## src/rtl/sram_pkg.sv

```systemverilog
// ============================================================================
// Module      : sram_pkg
// Description : Shared types and constants for the SRAM stream reader.
// Revision    : 1.0 - initial release
// ============================================================================
`default_nettype none

package sram_pkg;

    localparam int SRAM_ADDR_W = 10;
    localparam int SRAM_DATA_W = 32;

    typedef enum logic [1:0] {
        IDLE  = 2'd0,
        RUN   = 2'd1,
        DRAIN = 2'd2,
        DONE  = 2'd3
    } rd_state_t;

    typedef logic [SRAM_ADDR_W-1:0] sram_addr_t;
    typedef logic [SRAM_DATA_W-1:0] sram_data_t;

endpackage

`default_nettype wire

```

## src/rtl/sram_rd_fifo.sv

```systemverilog
// ============================================================================
// Module      : sram_rd_fifo
// Description : Small synchronous FIFO holding {last, data} read entries.
// Revision    : 1.0 - initial release
// ============================================================================
`default_nettype none

module sram_rd_fifo #(
    parameter int DEPTH = 2,
    parameter int WIDTH = 33,
    parameter int CNT_W = $clog2(DEPTH + 1)
) (
    input  logic             clk,
    input  logic             rst_n,
    input  logic             push_i,
    input  logic             pop_i,
    input  logic [WIDTH-1:0] wdata_i,
    output logic [WIDTH-1:0] rdata_o,
    output logic [CNT_W-1:0] count_o,
    output logic             full_o,
    output logic             empty_o
);

    localparam int c_PTR_W = (DEPTH > 1) ? $clog2(DEPTH) : 1;

    logic [WIDTH-1:0]   mem_q [DEPTH];
    logic [c_PTR_W-1:0] wr_ptr_q;
    logic [c_PTR_W-1:0] rd_ptr_q;
    logic [CNT_W-1:0]   count_q;
    logic               w_push;
    logic               w_pop;

    function automatic logic [c_PTR_W-1:0] f_next(input logic [c_PTR_W-1:0] p);
        return (p == c_PTR_W'(DEPTH - 1)) ? '0 : p + c_PTR_W'(1);
    endfunction

    assign full_o  = (count_q == CNT_W'(DEPTH));
    assign empty_o = (count_q == '0);
    assign count_o = count_q;
    assign rdata_o = mem_q[rd_ptr_q];

    // A push into a full FIFO is only legal when the head leaves in the same cycle.
    assign w_pop  = pop_i && !empty_o;
    assign w_push = push_i && (!full_o || w_pop);

    always_ff @(posedge clk) begin
        if (!rst_n) begin
            wr_ptr_q <= '0;
            rd_ptr_q <= '0;
            count_q  <= '0;
            for (int i = 0; i < DEPTH; i++) begin
                mem_q[i] <= '0;
            end
        end else begin
            if (w_push) begin
                mem_q[wr_ptr_q] <= wdata_i;
                wr_ptr_q        <= f_next(wr_ptr_q);
            end
            if (w_pop) begin
                rd_ptr_q <= f_next(rd_ptr_q);
            end
            count_q <= count_q + CNT_W'(w_push) - CNT_W'(w_pop);
        end
    end

endmodule

`default_nettype wire

```

## src/rtl/sram_stream_reader.sv

```systemverilog
// ============================================================================
// Module      : sram_stream_reader
// Description : Burst reader for the 1024x32 SRAM macro with a valid/ready
//               output stream and credit-based read issue.
// Revision    : 1.0 - initial release
// ============================================================================
`default_nettype none

module sram_stream_reader
    import sram_pkg::*;
#(
    parameter int ADDR_W    = SRAM_ADDR_W,
    parameter int DATA_W    = SRAM_DATA_W,
    parameter int BUF_DEPTH = 2
) (
    input  logic              clk,
    input  logic              rst_n,
    input  logic              start,
    input  logic [ADDR_W-1:0] base_addr,
    input  logic [ADDR_W:0]   length,
    output logic              busy,
    output logic              done,
    output logic [ADDR_W-1:0] sram_addr,
    output logic              sram_men,
    output logic              sram_ren,
    output logic              sram_wen,
    output logic [DATA_W-1:0] sram_bm,
    output logic [DATA_W-1:0] sram_din,
    input  logic [DATA_W-1:0] sram_dout,
    output logic              m_valid,
    output logic [DATA_W-1:0] m_data,
    output logic              m_last,
    input  logic              m_ready
);

    localparam int c_CNT_W = $clog2(BUF_DEPTH + 1);
    localparam int c_OCC_W = c_CNT_W + 1;
    localparam logic [ADDR_W:0] c_ONE = (ADDR_W + 1)'(1);

    rd_state_t         state_q;
    rd_state_t         state_d;
    logic [ADDR_W-1:0] addr_q;
    logic [ADDR_W-1:0] last_addr_q;
    logic [ADDR_W:0]   issue_cnt_q;
    logic [ADDR_W:0]   out_cnt_q;
    logic              in_flight_q;
    logic              in_flight_last_q;

    logic [DATA_W:0]    w_fifo_rdata;
    logic [c_CNT_W-1:0] w_count;
    logic               w_full;
    logic               w_empty;
    logic               w_pop;
    logic               w_accept;
    logic               w_issue;
    logic [c_OCC_W-1:0] w_occ;

    assign w_accept = (state_q == IDLE) && start;
    assign w_pop    = m_valid && m_ready;

    // Credit: words already buffered or in flight, minus the one leaving now.
    assign w_occ   = {1'b0, w_count} + c_OCC_W'(in_flight_q) - c_OCC_W'(w_pop);
    assign w_issue = (state_q == RUN) && (issue_cnt_q != '0)
                     && (w_occ < c_OCC_W'(BUF_DEPTH)) && !(w_full && !w_pop);

    sram_rd_fifo #(
        .DEPTH (BUF_DEPTH),
        .WIDTH (DATA_W + 1),
        .CNT_W (c_CNT_W)
    ) u_fifo (
        .clk     (clk),
        .rst_n   (rst_n),
        .push_i  (in_flight_q),
        .pop_i   (w_pop),
        .wdata_i ({in_flight_last_q, sram_dout}),
        .rdata_o (w_fifo_rdata),
        .count_o (w_count),
        .full_o  (w_full),
        .empty_o (w_empty)
    );

    always_ff @(posedge clk) begin
        if (!rst_n) begin
            state_q <= IDLE;
        end else begin
            state_q <= state_d;
        end
    end

    always_comb begin
        state_d = state_q;
        case (state_q)
            IDLE: begin
                if (start) begin
                    state_d = (length == '0) ? DONE : RUN;
                end
            end
            RUN: begin
                if (w_issue && (issue_cnt_q == c_ONE)) begin
                    state_d = DRAIN;
                end
            end
            DRAIN: begin
                if (w_pop && (out_cnt_q == c_ONE)) begin
                    state_d = DONE;
                end
            end
            DONE:    state_d = IDLE;
            default: state_d = IDLE;
        endcase
    end

    always_comb begin
        busy = (state_q != IDLE);
        done = (state_q == DONE);
    end

    always_ff @(posedge clk) begin
        if (!rst_n) begin
            addr_q           <= '0;
            last_addr_q      <= '0;
            issue_cnt_q      <= '0;
            out_cnt_q        <= '0;
            in_flight_q      <= 1'b0;
            in_flight_last_q <= 1'b0;
        end else begin
            in_flight_q      <= w_issue;
            in_flight_last_q <= w_issue && (issue_cnt_q == c_ONE);
            if (w_accept) begin
                addr_q      <= base_addr;
                issue_cnt_q <= length;
                out_cnt_q   <= length;
            end else begin
                if (w_issue) begin
                    addr_q      <= addr_q + ADDR_W'(1);
                    last_addr_q <= addr_q;
                    issue_cnt_q <= issue_cnt_q - c_ONE;
                end
                if (w_pop) begin
                    out_cnt_q <= out_cnt_q - c_ONE;
                end
            end
        end
    end

    assign sram_ren  = w_issue;
    assign sram_men  = w_issue;
    assign sram_addr = w_issue ? addr_q : last_addr_q;
    assign sram_wen  = 1'b0;
    assign sram_bm   = '1;
    assign sram_din  = '0;

    assign m_valid = !w_empty;
    assign m_data  = w_fifo_rdata[DATA_W-1:0];
    assign m_last  = m_valid && w_fifo_rdata[DATA_W];

endmodule

`default_nettype wire
```

## config.mk

```make
export PLATFORM = sky130hd
export DESIGN_NAME = sram_stream_reader
export DESIGN_NICKNAME = d
export VERILOG_FILES = /design/src/rtl/sram_pkg.sv /design/src/rtl/sram_rd_fifo.sv /design/src/rtl/sram_stream_reader.sv
export SDC_FILE = /design/constraint.sdc
export NUM_CORES = 1
export LEC_CHECK = 0
export ABC_AREA = 1
export BUFFER_PORTS_ARGS = -buffer_cell sky130_fd_sc_hd__buf_2
export CAP_MARGIN = 40
export CORE_MARGIN = 3
export CORE_UTILIZATION = 54
export CTS_BUF_LIST = sky130_fd_sc_hd__clkbuf_4 sky130_fd_sc_hd__clkbuf_8 sky130_fd_sc_hd__clkbuf_16
export DETAILED_ROUTE_END_ITERATION = 8
export PLACE_DENSITY = 0.81
export SLEW_MARGIN = 20
export SYNTH_ARGS = -nofsm -noshare
export SYNTH_HDL_FRONTEND = slang
export SYNTH_SLANG_ARGS = --single-unit
```

## constraint.sdc

```tcl
create_clock -name clk -period 3.56 [get_ports clk]
set_input_delay 0.356 -clock clk [delete_from_list [all_inputs] [get_ports clk]]
set_output_delay 0.356 -clock clk [all_outputs]
set_load 0.01 [all_outputs]
```

# After elaboration in Yosys (flattened, before gate mapping)
# Memory sizes are Yosys's and may differ from the RTL's. A register that Yosys moved wholly into a read port is not among the register bits.
# Cells that the tools add are included.
# totals
ramBits,66
reg_bits,50
word_cells,78
n_memories,1
inputBits,57
output_inout_bits,113
# mem_list
memory,words,word_bits,read_ports,rd_clocked_by_memory_dff,write_ports,line_no,rtl
u_fifo.mem_q,2,33,1,1,2,sram_rd_fifo.sv:26,logic [WIDTH-1:0] mem_q [DEPTH];
# classes
n_lt_le_gt_ge,1
addsub,9
n_reduce_logical,25
n_mux,23
eq_ne,9
# op_table
op,count
$mux 11,4
$mux 33,1
$reduce_or 33->1,1
$mux 10,3
$eq 11x1->1 const B,2
$sub 11x1->11 const B,2
$logic_and 1x1->1,11
$logic_not 11->1,1
$reduce_bool 11->1,1
$add 10x1->10 const B,1
$mux 1,10
$mux 2,4
$pmux 2 s4,1
$eq 2x2->1 const B,3
$reduce_bool 2->1,3
$logic_not 1->1,4
$logic_not 2->1,2
$ne 2x2->1 const B,2
$add 2x1->3,1
$lt 3x2->1 const B,1
$reduce_and 3->1,1
$sub 3x1->3,1
$add 1x1->1 const B,2
$add 2x1->2,1
4 further kinds,4

# Logic depth before layout (Yosys ltp)
# logic_depth
word_depth,11
mapped_depth,18
ltp_nobuf,18

# Modules after synthesis
# From an unflattened synthesis, not the netlist that was laid out.
# hier_totals
hier_cells,775
hier_area_um2,6662.6
# by_module_without_submodules
mod,n_inst,area_each_um2,seq_area_each_um2,cells_per_inst
sram_stream_reader,1,3475.8,920.9,525
sram_rd_fifo,1,3186.8,2082.0,250

# Worst setup path before layout
# No wires, ideal clock.
# synth_path
path_type,flip-flop to output port
startpoint,register u_fifo.count_q[1] (netlist: u_fifo.count_o[1])
endpoint,output port sram_addr[0]
setup_slack_ns,0.654
n_path_buf,1
path_stages_with_launch,18
required_ns,3.204
arrival_ns,2.550
path_cell_list,dfxtp_1 inv_2 nand2_1 nand2_1 inv_1 ha_1 inv_1 nand2_1 fa_1 nand2_1 inv_1 nand3_1 nor2_2 nand2_4 buf_12 inv_8 nand2_4 o21ai_0
# synth_via
elab_chain_len,8
word_cells_on_any_way,13
cone_classes,add/sub (2); order compare (1); eq/ne (1); mux (1); reduce/logical (8)
# synth_rtl
item,line_no,rtl
"start, declared",sram_rd_fifo.sv:29,logic [CNT_W-1:0] count_q;
"start signal, assigned",sram_rd_fifo.sv:62,count_q <= count_q + CNT_W'(w_push) - CNT_W'(w_pop);
$logic_not 2->1 (*),sram_rd_fifo.sv:38,assign empty_o = (count_q == '0);
$logic_not 1->1 (*),sram_stream_reader.sv:153,assign m_valid = !w_empty;
net m_valid,sram_stream_reader.sv:30,"output logic m_valid,"
$logic_and 1x1->1 (*),sram_stream_reader.sv:59,assign w_pop = m_valid && m_ready;
$sub 3x1->3 / $logic_not 1->1 (equally long branches),"sram_stream_reader.sv:62, sram_stream_reader.sv:64",
$lt 3x2->1 / $logic_and 1x1->1 (equally long branches),sram_stream_reader.sv:64,&& (w_occ < c_OCC_W'(BUF_DEPTH)) && !(w_full && !w_pop);
$logic_and 1x1->1 / $logic_not 1->1 (equally long branches),sram_stream_reader.sv:64,
$logic_and 1x1->1 (*),sram_stream_reader.sv:64,
net sram_men,sram_stream_reader.sv:24,"output logic sram_men,"
$mux 10 (*),n/a,
"end, declared",sram_stream_reader.sv:23,"output logic [ADDR_W-1:0] sram_addr,"
# Mark *: on every way through the listed nets, which the timed path passes. The rest lies on a longest branch.

# Final worst setup path
# layout_path
startpoint,register u_fifo.count_q[1] (netlist: u_fifo.count_o[1])
endpoint,output port sram_addr[0]
# layout_via
elab_chain_len,8
word_cells_on_any_way,13
cone_classes,add/sub (2); order compare (1); eq/ne (1); mux (1); reduce/logical (8)
# layout_rtl
item,line_no
"parallel branches: the longest is 6 deep, another holds $add 2x1->3",n/a
$logic_and 1x1->1 (*),sram_stream_reader.sv:64
$mux 10 (*),n/a
# Mark *: on every way between the ends.

==> impl_metrics.env <==
export IMPL_antenna_found_initial=0
export IMPL_r2r_start="u_fifo.count_o[1]"
export IMPL_fmax_mhz=296.6
export IMPL_max_cap_violations=0
export IMPL_drive_gt1_frac=0.2618
export IMPL_tritoncts="done"
export IMPL_grt_pass1_vias=4741
export IMPL_design_area_um2=7540
export IMPL_clockPowerShare=0.260
export IMPL_power_w=0.005994
export IMPL_numCtsBuffers=17
export IMPL_grt_overflow=0
export IMPL_grt_pass1_wl_um=22010
export IMPL_clk_latency_ns=0.41
export IMPL_layout_nets=948
export IMPL_num_rows=39
export IMPL_clkTransAtPathRegs_ns=0.05
export IMPL_setup_viol=0
export IMPL_die_x_um=116.1
export IMPL_num_antenna_cells=0
export IMPL_initial_core_util=0.5636
export IMPL_synth_top_cell_by_area="edfxtp_1"
export IMPL_synth_top_area_share=0.3028
export IMPL_yosys_top_cells_area="edfxtp_1 (30%), dfxtp_1 (16%), nor2_1 (7.7%)"
export IMPL_routedWlPerCell_um=13.92
export IMPL_ys_warn_count=0
export IMPL_fin_ws_ns=0.1886
export IMPL_yosysSeqAreaShare=0.4588
export IMPL_r2r_slack_ns=0.55
export IMPL_drc=0
export IMPL_period_minus_slack_ns=3.371
export IMPL_io_pins=170
export IMPL_p_int_w=0.003581
export IMPL_crit_buf_inv=6
export IMPL_status="finished clean"
export IMPL_crit_path_end_kind="primary output"
export IMPL_switching_share=0.4026
export IMPL_detail_route_antenna_nets=0
export IMPL_synth_seq_cells=117
export IMPL_worstPathCellList="inv_2 -> nand2_2 -> nand2_4 -> inv_2 -> ha_1 -> inv_1 -> nand2_1 -> fa_1 -> nand2_1 -> inv_1 -> nand3_1 -> nor2_4 -> nand2_8 -> inv_8 -> nand2_4 -> o21ai_0 -> buf_2"
export IMPL_crit_family="simple AND/OR/NAND/NOR gates"
export IMPL_gp_congestion=0.9250
export IMPL_p_switching_w=0.002413
export IMPL_ys_types=42
export IMPL_clockRootBuffer="clkbuf_16"
export IMPL_grt_usage=0.2096
export IMPL_dp_hpwl_um=9767
export IMPL_critPathMaxStageDelay_ns=0.49
export IMPL_die_y_um=116.1
export IMPL_min_delay_start="sram_dout[25]"
export IMPL_whs_endpoint="u_fifo.mem_q[1][25]"
export IMPL_leakage_nw=3.622
export IMPL_post_route_period_util=0.9470
export IMPL_async_flop_share=0
export IMPL_cts_htree_levels=4
export IMPL_place_port_buffers=104
export IMPL_synth_edff_count=66
export IMPL_die_area_um2=13480
export IMPL_dpl_worst_slack_ns=0.2732
export IMPL_first_iter_violations=403
export IMPL_slew_headroom=0.4591
export IMPL_finalHoldViolCount=0
export IMPL_firstDrtPassIters=5
export IMPL_netlist_area_um2=6545
export IMPL_post_route_util=0.6492
export IMPL_p_per_area_nw_per_um2=794.9
export IMPL_vias=5190
export IMPL_netlist_instances=765
export IMPL_area_growth_pct=15.20
export IMPL_whs_path_depth=3
export IMPL_synth_ff_type="edfxtp_1"
export IMPL_rsz0062_at_grt="no"
export IMPL_ir_drop_mv=0.5633
export IMPL_finalClockSkew_ns=0.004271
export IMPL_place_area_um2=6910
export IMPL_crit_type="reg2out"
export IMPL_cts_sinks=117
export IMPL_combinationalPowerShare=0.415
export IMPL_vias_per_cell=5.024
export IMPL_worst_path_max_delay_cell="fa_1"
export IMPL_crit_fanout=10
export IMPL_cts_path_max_buffers=2
export IMPL_wl_um=14380
export IMPL_required_ns=3.20
export IMPL_seqPwrFrac=0.325
export IMPL_syn_avg_cell_area_um2=8.556
export IMPL_start_kind="register"
export IMPL_crit_arrival_ns=3.02
export IMPL_drv_slew=0
export IMPL_setup_tns_ns=0
export IMPL_grt_max_degree=36
export IMPL_r2r_worst_path_cells=17
export IMPL_hold_path_class="in2reg"
export IMPL_core_area_um2=11610
export IMPL_worst_pin_slew_ns=0.8104
export IMPL_r2r_end="issue_cnt_q[3]"
==> power by group through the flow <==
stage          Sequential, W  Combinational [W]  Clock, W
2_1_floorplan        0.00190            0.00190         0
3_3_place_gp         0.00196            0.00228         0
3_5_place_dp         0.00196            0.00232         0
4_1_cts              0.00194            0.00238   0.00158
5_1_grt              0.00198            0.00279   0.00164
6_report             0.00195            0.00249   0.00156
==> tightest hold or removal path, delay by kind of cell <==
| family | cells | cell delay (ns) |
|---|---|---|
| buf+inv | 2 | 0.11 |
| simple gates | 1 | 0.08 |
==> layer usage <==
layer | share of wire | wire length, um | vias to the layer above | global-route usage
met1 | 0.41 | 5919 | 2398 | 0.2621
met5 | 0 | 0 | - | 0
li1 | - | - | 2545 | -
met3 | 0.079 | 1139 | 25 | 0.05596
met2 | 0.49 | 7033 | 222 | 0.3533
met4 | 0.020 | 291 | 0 | 0.07115
==> state kept, by name, indices dropped and copies added, names as in the netlist, 2 cells and up, named ones only <==
signal and flops:
state_q 2, addr_q 10, u_fifo.count_o 2, out_cnt_q 11, issue_cnt_q 11, last_addr_q 10
u_fifo.mem_q 66
==> cell families after synthesis <==
| family | Yosys count | synth area share |
|---|---|---|
| AND/OR/NAND/NOR | 310 | 0.2078 |
| buffers and inverters | 190 | 0.1562 |
| flip-flops | 117 | 0.4588 |
| AO/OA/AOI/OAI | 87 | 0.07570 |
| multiplexers | 32 | 0.05506 |
| adder cells (fa/ha/maj) | 14 | 0.02791 |
| XOR/XNOR | 13 | 0.01740 |
| other | 2 | 0.001147 |
==> timing repair <==
| action | in CTS | in global routing |
|---|---|---|
| gates cloned | 0 | 2 |
| setup endpoints to repair | 12 | 12 |
| hold buffers | 0 | 0 |
| pin swaps | 1 | 2 |
| buffers inserted | 0 | 5 |
| endpoints found under the hold margin | 0 | 0 |
| resized for setup | 4 | 3 |
==> worst max path at each step <==
stage / startpoint / end / slack (ns) / cells past startpoint
floorplan: u_fifo.count_o[1] / sram_addr[0] / 0.65 / 17
global placement: u_fifo.count_o[1] / sram_addr[0] / 0.45 / 17
global route: u_fifo.count_o[1] / sram_addr[0] / 0.02 / 17
detailed placement: u_fifo.count_o[1] / sram_addr[0] / 0.27 / 17
CTS: u_fifo.count_o[1] / sram_addr[0] / 0.05 / 17
finish: u_fifo.count_o[1] / sram_addr[0] / 0.19 / 17
==> layout by cell type (no fill, tap or decap), types with 3 or more instances in the layout <==
master	count
nor2_2	9
buf_4	14
nand3_1	24
a21oi_1	28
conb_1	65
nand3_2	4
inv_1	95
edfxtp_1	66
nor2_1	135
nand4_1	4
inv_2	3
o21ai_2	7
nand2_1	105
or2_2	4
nor3_1	5
a31oi_1	8
nand2_4	8
clkinv_2	4
xor2_1	10
ha_1	13
a21oi_2	4
xnor2_1	3
dfxtp_1	50
clkinvlp_4	5
o21ai_0	35
mux2_2	32
clkinv_1	3
o21ai_1	3
nand2_2	6
buf_2	104
clkbuf_16	17
==> final cells by class <==
cell class                      count  area (um2)
Clock inverter                     14       111.4
Fill cell                         992        4074
Multi-Input combinational cell    523        2803
Timing Repair Buffer              118       625.6
Tap cell                          143       178.9
Inverter                          100       384.1
Sequential cell                   117        3004
Clock buffer                       18       432.9
==> synth_stat cells, types with 4 or more instances <==
master    instances
nor2_1          135
nand2_1         107
inv_1            96
buf_4            67
edfxtp_1         66
dfxtp_1          51
o21ai_0          35
mux2_2           32
a21oi_1          28
nand3_1          24
ha_1             13
buf_2            11
nor2_2           10
xor2_1           10
clkbuf_1          9
a31oi_1           8
o21ai_2           7
nand2_4           6
nand2_2           5
nor3_1            5
a21oi_2           4
nand3_2           4
nand4_1           4
or2_2             4
==> stage by stage <==
step	cells	hold WS (ns)
4_1_cts	1026	0.2441
5_1_grt	1033	0.2463
3_5_place_dp	994	0.4443
3_3_place_gp	994	0.4392
2_1_floorplan	828	0.4245
6_report	1033	0.2512
Power figures use the tool's default switching activity.
